### src/rtl/fifo_stream_pkg.sv
// ----------------------------------------------------------------------------
// fifo_stream_pkg
//   Shared types and constants for the FIFO-to-stream reader.
//   fsr_state_e : top-level control state (normal streaming / flush drain).
//   OCC_W       : width of the output-buffer occupancy count (0..2).
// ----------------------------------------------------------------------------
package fifo_stream_pkg;

  typedef enum logic [0:0] {
    ST_RUN   = 1'b0,
    ST_FLUSH = 1'b1
  } fsr_state_e;

  localparam int OCC_W = 2;

  localparam logic [OCC_W-1:0] OCC_EMPTY = 2'd0;
  localparam logic [OCC_W-1:0] OCC_ONE   = 2'd1;
  localparam logic [OCC_W-1:0] OCC_FULL  = 2'd2;

endpackage

### src/rtl/fifo_stream_skid.sv
// ----------------------------------------------------------------------------
// fifo_stream_skid
//   Two-entry FIFO-ordered output buffer. The oldest word is always held in
//   head_q and driven straight out, so data_o and valid_o are flop outputs.
// Ports
//   clk, rst      : clock, asynchronous active-high reset
//   clear_i       : drop all buffered words (wins over push)
//   push_i        : write push_data_i this edge (never asserted when full)
//   push_data_i   : word to store
//   pop_i         : consumer takes the head word (qualified by valid_o)
//   occ_o         : current occupancy 0..2
//   valid_o       : buffer non-empty
//   data_o        : oldest buffered word
// ----------------------------------------------------------------------------
module fifo_stream_skid
  import fifo_stream_pkg::*;
#(
  parameter int DATA_WIDTH = 32
) (
  input  logic                  clk,
  input  logic                  rst,
  input  logic                  clear_i,
  input  logic                  push_i,
  input  logic [DATA_WIDTH-1:0] push_data_i,
  input  logic                  pop_i,
  output logic [OCC_W-1:0]      occ_o,
  output logic                  valid_o,
  output logic [DATA_WIDTH-1:0] data_o
);

  logic [OCC_W-1:0]      occ_q,   occ_d;
  logic                  valid_q, valid_d;
  logic [DATA_WIDTH-1:0] head_q,  head_d;
  logic [DATA_WIDTH-1:0] tail_q,  tail_d;
  logic                  do_pop;

  // Next-state of the two entries and the occupancy.
  always_comb begin
    occ_d  = occ_q;
    head_d = head_q;
    tail_d = tail_q;
    do_pop = pop_i & valid_q;
    if (clear_i) begin
      occ_d = OCC_EMPTY;
    end else begin
      case (occ_q)
        OCC_EMPTY: begin
          if (push_i) begin
            head_d = push_data_i;
            occ_d  = OCC_ONE;
          end
        end
        OCC_ONE: begin
          // Simultaneous push and pop: the new word replaces the head.
          if (push_i && do_pop) begin
            head_d = push_data_i;
          end else if (push_i) begin
            tail_d = push_data_i;
            occ_d  = OCC_FULL;
          end else if (do_pop) begin
            occ_d = OCC_EMPTY;
          end
        end
        OCC_FULL: begin
          if (do_pop) begin
            head_d = tail_q;
            occ_d  = OCC_ONE;
          end
        end
        default: begin
          occ_d = OCC_EMPTY;
        end
      endcase
    end
    valid_d = (occ_d != OCC_EMPTY);
  end

  // Buffer storage and occupancy registers.
  always_ff @(posedge clk or posedge rst) begin
    if (rst) begin
      occ_q   <= OCC_EMPTY;
      valid_q <= 1'b0;
      head_q  <= '0;
      tail_q  <= '0;
    end else begin
      occ_q   <= occ_d;
      valid_q <= valid_d;
      head_q  <= head_d;
      tail_q  <= tail_d;
    end
  end

  assign occ_o   = occ_q;
  assign valid_o = valid_q;
  assign data_o  = head_q;

endmodule

### src/rtl/fifo_stream_reader.sv
// ----------------------------------------------------------------------------
// fifo_stream_reader
//   Drains a FIFO read port (empty / rden / same-cycle rdata) into a
//   valid/ready stream through a 2-entry buffer, so the FIFO pop never
//   depends on ready_i. flush_i discards buffered words and drains the FIFO.
// Ports
//   clk, rst        : clock, asynchronous active-high reset
//   fifo_empty_i    : FIFO empty flag
//   fifo_rden_o     : FIFO pop (never asserted while empty)
//   fifo_rdata_i    : FIFO head word
//   valid_o/ready_i : stream handshake, data_o is the oldest buffered word
//   flush_i         : one-cycle flush request (ignored while flushing)
//   busy_o          : high while flushing
//   flush_done_o    : one-cycle pulse when the flush completes
// Optional feature (macro FIFO_STREAM_RD_CNT_EN):
//   words_o [CNT_WIDTH-1:0] counts completed transfers, wraps, cleared by a
//   completed flush.
// ----------------------------------------------------------------------------
module fifo_stream_reader
  import fifo_stream_pkg::*;
#(
  parameter int DATA_WIDTH = 32
`ifdef FIFO_STREAM_RD_CNT_EN
  ,
  parameter int CNT_WIDTH  = 16
`endif
) (
  input  logic                  clk,
  input  logic                  rst,
  input  logic                  fifo_empty_i,
  output logic                  fifo_rden_o,
  input  logic [DATA_WIDTH-1:0] fifo_rdata_i,
  output logic                  valid_o,
  input  logic                  ready_i,
  output logic [DATA_WIDTH-1:0] data_o,
  input  logic                  flush_i,
  output logic                  busy_o,
  output logic                  flush_done_o
`ifdef FIFO_STREAM_RD_CNT_EN
  ,
  output logic [CNT_WIDTH-1:0]  words_o
`endif
);

  fsr_state_e       state_q, state_d;
  logic             flush_done_q, flush_done_d;
  logic             rden_s;
  logic             push_s;
  logic             pop_s;
  logic             clear_s;
  logic [OCC_W-1:0] occ_s;
  logic             valid_s;

  // Control FSM: pop/push/clear decisions and flush sequencing.
  always_comb begin
    state_d      = state_q;
    flush_done_d = 1'b0;
    rden_s       = 1'b0;
    push_s       = 1'b0;
    pop_s        = 1'b0;
    clear_s      = 1'b0;
    case (state_q)
      ST_RUN: begin
        rden_s = !fifo_empty_i && (occ_s < OCC_FULL);
        push_s = rden_s;
        pop_s  = ready_i;
        // A word popped in the flush cycle is discarded by the clear.
        if (flush_i) begin
          state_d = ST_FLUSH;
          clear_s = 1'b1;
        end
      end
      ST_FLUSH: begin
        rden_s = !fifo_empty_i;
        if (fifo_empty_i) begin
          state_d      = ST_RUN;
          flush_done_d = 1'b1;
        end
      end
      default: begin
        state_d = ST_RUN;
      end
    endcase
  end

  // State and flush-done registers.
  always_ff @(posedge clk or posedge rst) begin
    if (rst) begin
      state_q      <= ST_RUN;
      flush_done_q <= 1'b0;
    end else begin
      state_q      <= state_d;
      flush_done_q <= flush_done_d;
    end
  end

  fifo_stream_skid #(
    .DATA_WIDTH (DATA_WIDTH)
  ) u_skid (
    .clk         (clk),
    .rst         (rst),
    .clear_i     (clear_s),
    .push_i      (push_s),
    .push_data_i (fifo_rdata_i),
    .pop_i       (pop_s),
    .occ_o       (occ_s),
    .valid_o     (valid_s),
    .data_o      (data_o)
  );

  // Gate with rst so the FIFO is never popped while this block is held.
  assign fifo_rden_o  = rden_s & !rst;
  assign valid_o      = valid_s;
  assign busy_o       = (state_q == ST_FLUSH);
  assign flush_done_o = flush_done_q;

`ifdef FIFO_STREAM_RD_CNT_EN
  logic [CNT_WIDTH-1:0] words_q, words_d;

  // Transfer counter; a completing flush clears it.
  always_comb begin
    words_d = words_q;
    if (flush_done_d) begin
      words_d = '0;
    end else if (valid_s && ready_i && (state_q == ST_RUN)) begin
      words_d = words_q + {{(CNT_WIDTH-1){1'b0}}, 1'b1};
    end
  end

  // Transfer counter register.
  always_ff @(posedge clk or posedge rst) begin
    if (rst) begin
      words_q <= '0;
    end else begin
      words_q <= words_d;
    end
  end

  assign words_o = words_q;
`endif

endmodule

### config.mk
export PLATFORM = sky130hd
export DESIGN_NAME = fifo_stream_reader
export DESIGN_NICKNAME = d
export VERILOG_FILES = /design/src/rtl/fifo_stream_pkg.sv /design/src/rtl/fifo_stream_skid.sv /design/src/rtl/fifo_stream_reader.sv
export SDC_FILE = /design/constraint.sdc
export NUM_CORES = 1
export LEC_CHECK = 0
export ABC_CLOCK_PERIOD_IN_PS = 5200
export BUFFER_PORTS_ARGS = -buffer_cell sky130_fd_sc_hd__clkbuf_2
export CAP_MARGIN = 30
export CORE_UTILIZATION = 45
export CTS_BUF_LIST = sky130_fd_sc_hd__clkbuf_2 sky130_fd_sc_hd__clkbuf_4 sky130_fd_sc_hd__clkbuf_8
export DETAILED_ROUTE_END_ITERATION = 7
export PLACE_DENSITY_LB_ADDON = 0.1
export SKIP_LAST_GASP = 1
export SYNTH_ARGS = -nofsm -noshare
export SYNTH_HDL_FRONTEND = slang
export SYNTH_SLANG_ARGS = --single-unit
### constraint.sdc
create_clock -name clk -period 5.2 [get_ports clk]
set_clock_uncertainty 0.05 [all_clocks]
set_input_delay 0.52 -clock clk [delete_from_list [all_inputs] [get_ports clk]]
set_output_delay 0.52 -clock clk [all_outputs]
set_load 0.01 [all_outputs]
# After elaboration in Yosys (flattened, before gate mapping)
# Cells that the tools add are included.
[op_classes]
addsub = 0
mul = 0
n_div = 0
order_cmp = 1
eq_ne = 5
shifts = 0
muxes = 20
bitwise_logic = 5
n_reduce_logical = 9
[ops]
columns = ["operator", "count"]
rows = [
  ["$mux 32", 3],
  ["$pmux 32 s3", 1],
  ["$mux 2", 6],
  ["$mux 1", 7],
  ["$ne 2x1->1 const B", 3],
  ["$pmux 2 s3", 1],
  ["$reduce_and 5->1", 1],
  ["$pmux 1 s2", 2],
  ["$reduce_and 4->1", 1],
  ["$not 1->1", 3],
  ["$reduce_bool 3->1", 1],
  ["$and 1x1->1", 2],
  ["$eq 2x1->1 const B", 1],
  ["$eq 2x2->1 const B", 1],
  ["$logic_and 1x1->1", 2],
  ["$logic_not 1->1", 2],
  ["$logic_not 2->1", 1],
  ["$lt 2x2->1 const B", 1],
  ["$reduce_bool 2->1", 1],
]
[word_totals]
regBits = 69
latch_bits = 0
mem_bits_rw = 0
rom_bits = 0
input_bits = 37
out_inout_bits = 36
elab_cells = 46
mem_count = 0

# Logic depth before layout (Yosys ltp)
# Gate-level depths: netlist of run 1.
[depth]
ltp_word = 8
depth_mapped = 8
mapped_depth_nobuf = 5

# Cells and area by module
# From an unflattened synthesis of run 1, not the netlist that was laid out.
[hier_totals]
hier_cells = 201
hier_area_um2 = 3171.8
[modules_own_cells]
columns = ["module", "instances", "cells_each", "area_per_inst_um2", "seq_area_each_um2"]
rows = [
  ["fifo_stream_skid", 1, 191, 3070.4, 1676.6],
  ["fifo_stream_reader", 1, 10, 101.3, 50.0],
]

# Worst setup path after synthesis of run 1
# No wires, ideal clock.
[synth_path]
path_type = "flip-flop to flip-flop"
from = "register u_skid.occ_q[0] (netlist: u_skid.occ_o[0])"
to = "register u_skid.head_q[10] (netlist: u_skid.data_o[10])"
setup_time_ns = 0.125
arrival_time_ns = 1.744
t_required_ns = 5.025
slack_ns = 3.281
path_stages_with_launch = 7
path_buffers = 2
period_less_slack_ns = 1.919
cell_sequence = "dfrtp_1 > inv_1 > ha_1 > buf_2 > clkbuf_1 > mux2_2 > mux2_4"
[synth_via]
elab_chain_cells = 6
elab_cells_between_ends = 13
classes_between = "order compare: 1; eq/ne: 5; mux: 2; reduce/logical: 5"
[synth_rtl]
columns = ["item", "line_no", "rtl"]
rows = [
  ["start, declared", "fifo_stream_skid.sv:31", "logic [OCC_W-1:0] occ_q, occ_d;"],
  ["start signal, assigned", "fifo_stream_skid.sv:81", "occ_q <= OCC_EMPTY;"],
  ["start signal, assigned", "fifo_stream_skid.sv:86", "occ_q <= occ_d;"],
  ["$lt 2x2->1", "fifo_stream_reader.sv:64", "rden_s = !fifo_empty_i && (occ_s < OCC_FULL);"],
  ["$logic_and 1x1->1", "fifo_stream_reader.sv:64", ""],
  ["$mux 1", "fifo_stream_reader.sv:62", "case (state_q)"],
  ["$logic_and 1x1->1", "fifo_stream_skid.sv:55", "if (push_i && do_pop) begin"],
  ["$ne 2x1->1 (no source line)", "n/a", ""],
  ["$reduce_and 5->1 (no source line)", "n/a", ""],
  ["end signal, assigned", "fifo_stream_skid.sv:83", "head_q <= '0;"],
  ["end signal, assigned", "fifo_stream_skid.sv:88", "head_q <= head_d;"],
  ["end, declared", "fifo_stream_skid.sv:33", "logic [DATA_WIDTH-1:0] head_q, head_d;"],
]
# Parallel ways exist; a longest one is shown, timed or not.
# A chain may end at the register's enable or synchronous reset.

# Final worst setup path of run 1
[layout_path]
from = "register u_skid.occ_q[1] (netlist: u_skid.occ_o[1])"
to = "register u_skid.head_q[30] (netlist: u_skid.data_o[30])"
# Same word-level chain as after synthesis.

==> results of run 1 <==
==> power by group through the flow <==
| stage | sequential [W] | combinational (W) | clock [W] |
|---|---|---|---|
| floorplan | 0.000988 | 0.000587 | 0 |
| CTS | 0.000951 | 0.000856 | 0.000396 |
| finish | 0.000950 | 0.000841 | 0.000378 |
| global placement | 0.000953 | 0.000832 | 0 |
| detailed placement | 0.000955 | 0.000856 | 0 |
| global route | 0.000984 | 0.000912 | 0.000421 |
==> sequential cells by signal, summed over array words and instances, names as in the netlist <==
| signal | cells |
|---|---|
| u_skid.data_o | 32 |
| u_skid.tail_q | 32 |
| u_skid.occ_o | 2 |
| busy_o | 1 |
| u_skid.valid_o | 1 |
| flush_done_o | 1 |
==> cells by family (layout without fill, tap and decap cells) <==
logic type	after synthesis	in the layout
AOI/OAI and AO/OA	12	12
xor gates and xnor gates	1	1
adders and majority gates	4	4
buffers and inverters	16	95
DFF	69	69
muxes	96	96
and+or+nand+nor	14	14
==> metrics by stage <==
| step | setup WS, ns | hold slack (ns) | total power [W] | cell area (sq um) | utilization |
|---|---|---|---|---|---|
| after floorplan | 2.89 | 0.409 | 0.00157 | 3260 | - |
| after global placement | 2.73 | 0.417 | 0.00178 | 3680 | 0.534 |
| after detailed placement | 2.68 | 0.428 | 0.00181 | 3680 | 0.534 |
| after CTS | 2.66 | 0.338 | 0.00220 | 3850 | 0.558 |
| after global routing | 2.53 | 0.343 | 0.00232 | 3850 | 0.558 |
| final | 2.70 | 0.353 | 0.00217 | 3850 | 0.558 |
==> cell usage after synthesis, drive strengths merged (2+ instances only) <==
master,count,share of area
mux2,96,0.37
dfrtp,69,0.53
buf,9,0.021
inv,5,0.0058
ha,4,0.015
nor2,4,0.0046
a21oi,2,0.0042
clkbuf,2,0.0023
nand2,2,0.0023
nand3,2,0.0031
nand3b,2,0.0084
o21ai,2,0.0031
==> routing by layer <==
metal	up-vias	GRT usage	part of all wire
li1	900	-	-
met1	904	0.227	0.49
met2	54	0.257	0.45
met3	6	0.0559	0.049
met4	0	0.0626	0.010
met5	-	0	0
==> worst max path at each step <==
stage	from	to	slack (ns)	cells after the start
final	u_skid.occ_o[1]	u_skid.data_o[30]	2.70	4
after global placement	u_skid.occ_o[0]	u_skid.data_o[30]	2.73	5
after CTS	u_skid.occ_o[1]	u_skid.data_o[30]	2.66	4
after global routing	u_skid.occ_o[1]	u_skid.data_o[30]	2.53	4
after detailed placement	u_skid.occ_o[1]	u_skid.data_o[30]	2.68	4
after floorplan	rst	busy_o	2.89	1
==> area by class of cell <==
type,instances,area (sq um),area share
Clock buffer,11,139,0.0361
Inverter,5,18.8,0.00487
Multi-Input combinational cell,127,1440,0.375
Tap cell,96,120,0.0312
Clock inverter,5,27.5,0.00715
Sequential cell,69,1730,0.448
Timing Repair Buffer,74,375,0.0975
==> flow_summary.toml, run 1 <==
[run_status]
status = "finished clean"

[timing]
period_needed_ns = 2.50
setup_viol = 0
hold_viol_final = 0
grt_setup_unrepaired = "no"
fin_crit_sh = 0.481
drv_slew = 0
tns_ns = 0
worst_pin_slew_ns = 0.915
clock.fmax_mhz = 399
slew_headroom = 0.390

[synth]
postSynthCellCount = 212
synth_edf_count = 0
synth-simple-area-share = 0.0257
synth-compound-area-share = 0.0322
synth_top_family_by_area = "multiplexers"
syn_area_sq_um = 3260
synth-seq-cells = 69
avgSynthCellArea_sq_um = 15.4
synth_seq_area_share = 0.529
synth_flop_cell = "dfrtp_1"
synth_nets = 253
muxShareOfSynthArea = 0.366
yosysUniqueCellTypes = 31
yosysWarnings = 0
synth_adder_area_share = 0.0153
synth-xor-area-share = 0.00268
async_flop_share = 1.00

[power]
powerDensity_nw_per_um2 = 563
irDropWorstVdd_uv = 257
p_seq_frac = 0.438
p_sw_frac = 0.312
p_int_w = 0.00149
p_comb_frac = 0.388
p_sw_w = 0.000677
power.leakage_nw = 1.86
p_clk_frac = 0.174

[worst_hold_path]
min_from = "fifo_rdata_i[20]"
min_to = "u_skid.tail_q[20]"
worstHoldPathType = "in -> reg"
min_path_cells = 2

[placed_design]
routabilityCongestion = 0.800
portBuffers = 72
hpwlAfterDp_um = 3660
dp_cells = 371

[worst_setup_path]
crit_type = "reg -> reg"
crit_chain = "ha_2 -> a21oi_2 -> o2bb2a_4 -> mux2_1"
startpoint_type = "register"
crit_family = "adder cells"
reg2reg_to = "u_skid.data_o[30]"
reg2reg_depth = 4
path_buf_inv = 0
ff2ff_setup_slack_ns = 2.70
crit_path_max_incr_delay_ns = 0.85
endpoint_kind = "register"
worstReg2RegStart = "u_skid.occ_o[1]"
arrival_ns = 2.67
crit_fanout = 36
cp.required_ns = 5.37
crit_path_top_delay_cell = "ha_2"

[die]
die_w_um = 87.2
coreArea_sq_um = 6910
rows = 30
die-area_sq_um = 7600
initial_utilization = 0.472
die_h_um = 87.2
ios = 73

[cts]
cts_max_path_buffers = 2
cts_max_level = 3
ctsHoldBuffers = 0
numClockSinks = 69
cts_root_buffer = "clkbuf_8"
cts_buffers = 9
cts_resized = 0
path_clk_slew_ns = 0.08
cts_tree = "built"
post_cts_buffers = 0
worstSkewPairLatency_ns = 0.34

[route]
routed_wirelength_um = 5840
drt_iter0_drc = 82
routed_via_density = 4.82
postRouteAntennaNets = 0
num_vias = 1864
drc = 0
dr.pass1.iters = 4
wl_per_cell_um = 15.1

[flow_run]
cap_violations = 0

[grt]
grt_max_degree = 70
grt_pass1_wl_um = 9490
grt_util_all_layers = 0.169
grt_pass1_vias = 1958
antenna_found_initial = 0
grt.overflow.total = 0

[final_layout]
fin_cells = 387
fill_cells = 626
layout_commonest_cell = "clkbuf_2"
drive_above_1_share = 0.612
synthToLayoutAreaGrowth_pct = 18.0
mostFrequentLayoutCells = "72 x clkbuf_2, 69 x dfrtp_1, 52 x mux2_2"
nNetsFinal = 327
antenna_cells = 0
Note: power is estimated with default switching activity, not from simulation.
==> inputs of run 2 (changes only) <==
--- a/config.mk
+++ b/config.mk
@@ -5,7 +5,7 @@
 export SDC_FILE = /design/constraint.sdc
 export NUM_CORES = 1
 export LEC_CHECK = 0
-export ABC_CLOCK_PERIOD_IN_PS = 5200
+export ABC_CLOCK_PERIOD_IN_PS = 2000
 export BUFFER_PORTS_ARGS = -buffer_cell sky130_fd_sc_hd__clkbuf_2
 export CAP_MARGIN = 30
 export CORE_UTILIZATION = 45
==> constraint.sdc (replaced) <==
create_clock -name clk -period 2 [get_ports clk]
set_clock_uncertainty 0.05 [all_clocks]
set_input_delay 0.2 -clock clk [delete_from_list [all_inputs] [get_ports clk]]
set_output_delay 0.2 -clock clk [all_outputs]
set_load 0.01 [all_outputs]
==> run 2 against run 1 <==
Against the previous run: first-iteration DRC count decreased by 35%; cell area increased by 3.3%; setup slack worse by 2.6 ns; largest cell class unchanged; global-route usage rose by 0.41 points; power grew to 2.7 times the previous value; critical path depth is 2 higher; cell count grew 2.1%; highest routed layer unchanged; non-clock buffer count grew 9; sequential share of layout area is 1.4 points lower; hold slack lost 0.32 ns; largest power group unchanged; sequential cell count unchanged; sequential power rose to 2.6 times the previous value.
==> flow_summary.toml, run 2 (synthesis results as in run 1) <==
[timing]
tns_ns = 0
fin_crit_sh = 0.939
setup_viol = 0
drv_slew = 0
hold_viol_final = 0
clock.fmax_mhz = 532
setup_slack_ns = 0.122
slew_headroom = 0.650
period_needed_ns = 1.88
worst_pin_slew_ns = 0.524
grt_setup_unrepaired = "no"

[grt]
grt_util_all_layers = 0.173
grt_max_degree = 43
grt_pass1_vias = 1972
grt_pass1_wl_um = 9850
grt.overflow.total = 0
antenna_found_initial = 0

[die]
die_h_um = 87.2
die_w_um = 87.2
coreArea_sq_um = 6910
rows = 30
initial_utilization = 0.472
die-area_sq_um = 7600
ios = 73

[worst_setup_path]
endpoint_kind = "register"
cp.required_ns = 2.17
startpoint_type = "register"
worstReg2RegStart = "u_skid.occ_o[0]"
arrival_ns = 2.05
crit_fanout = 10
crit_type = "reg -> reg"
crit_path_start = "u_skid.occ_o[0]"

[power]
powerDensity_nw_per_um2 = 1480
power.leakage_nw = 1.92
irDropWorstVdd_uv = 605

[route]
dr.pass1.iters = 2
drt_iter0_drc = 53
wl_per_cell_um = 15.0
postRouteAntennaNets = 0
routed_wirelength_um = 5910
drc = 0
routed_via_density = 4.91
num_vias = 1938

[cts]
post_cts_buffers = 0
cts_root_buffer = "clkbuf_8"
numClockSinks = 69
cts_tree = "built"
worstSkewPairLatency_ns = 0.34
path_clk_slew_ns = 0.07
cts_max_path_buffers = 2
cts_max_level = 3
cts_buffers = 9
ctsHoldBuffers = 1
cts_resized = 0

[worst_hold_path]
worstHoldPathType = "in -> reg"
min_from = "fifo_rdata_i[1]"

[final_layout]
drive_above_1_share = 0.619
nNetsFinal = 336
layout_commonest_cell = "clkbuf_2"
antenna_cells = 0
mostFrequentLayoutCells = "72 x clkbuf_2, 69 x dfrtp_1, 52 x mux2_2"
final_area_sq_um = 3980
synthToLayoutAreaGrowth_pct = 21.9

[placed_design]
place_ws_ns = 0.130
hpwlAfterDp_um = 4030
portBuffers = 72
place_area_sq_um = 3770
routabilityCongestion = 0.798

[flow_run]
cap_violations = 0

[run_status]
status = "finished clean"
## run 2: path summary, 6_finish.rpt
kind | to | slack, ns | cells after the start
setup / recovery | u_skid.data_o[27] | 0.12 | 6
hold / removal | u_skid.tail_q[1] | 0.04 | 2
setup reg to reg | u_skid.data_o[27] | 0.12 | 6
hold reg to reg | u_skid.tail_q[19] | 0.44 | 1
max in group asynchronous | u_skid.data_o[14] | 1.04 | 4
min in group asynchronous | u_skid.occ_o[1] | 0.42 | 4
## run 2: critical path, stage by stage (launching register included)
cell	delay (ns)
dfrtp_1	0.41
inv_1	0.08
ha_1	0.25
nand3b_1	0.19
o2bb2a_4	0.22
buf_4	0.23
mux2_4	0.32
## run 2: layout make-up
cell class | instances | area (sq um)
clock buffers | 11 | 151
repair buffers | 83 | 470
fillers | 614 | 2930
clock inverters | 4 | 47.5
multi-input cells | 127 | 1440
well taps | 96 | 120
inverters | 5 | 18.8
flip-flops and latches | 69 | 1730
## run 2: where the power goes
part | leakage (nW) | total [W] | switching [W] | internal [W]
sequential | 0.839 | 0.00246 | 0.000366 | 0.00209
clock | 0.101 | 0.00114 | 0.000504 | 0.000633
combinational | 0.984 | 0.00228 | 0.000901 | 0.00138
## run 2: metal layers
layer	global-route usage	share of wire	up-vias
met3	0.0502	0.052	8
met4	0.0715	0.014	0
li1	-	-	922
met2	0.253	0.45	51
met5	0	0	-
met1	0.242	0.49	957
## run 2: stage by stage
step / hold WS, ns / util / total power [W] / cells
finish: 0.0383 / 0.576 / 0.00588 / 395
global route: 0.0301 / 0.576 / 0.00625 / 395
CTS: 0.0249 / 0.576 / 0.00597 / 395
detailed placement: 0.244 / 0.546 / 0.00479 / 379
global placement: 0.235 / 0.546 / 0.00473 / 379
floorplan: 0.246 / - / 0.00409 / 212
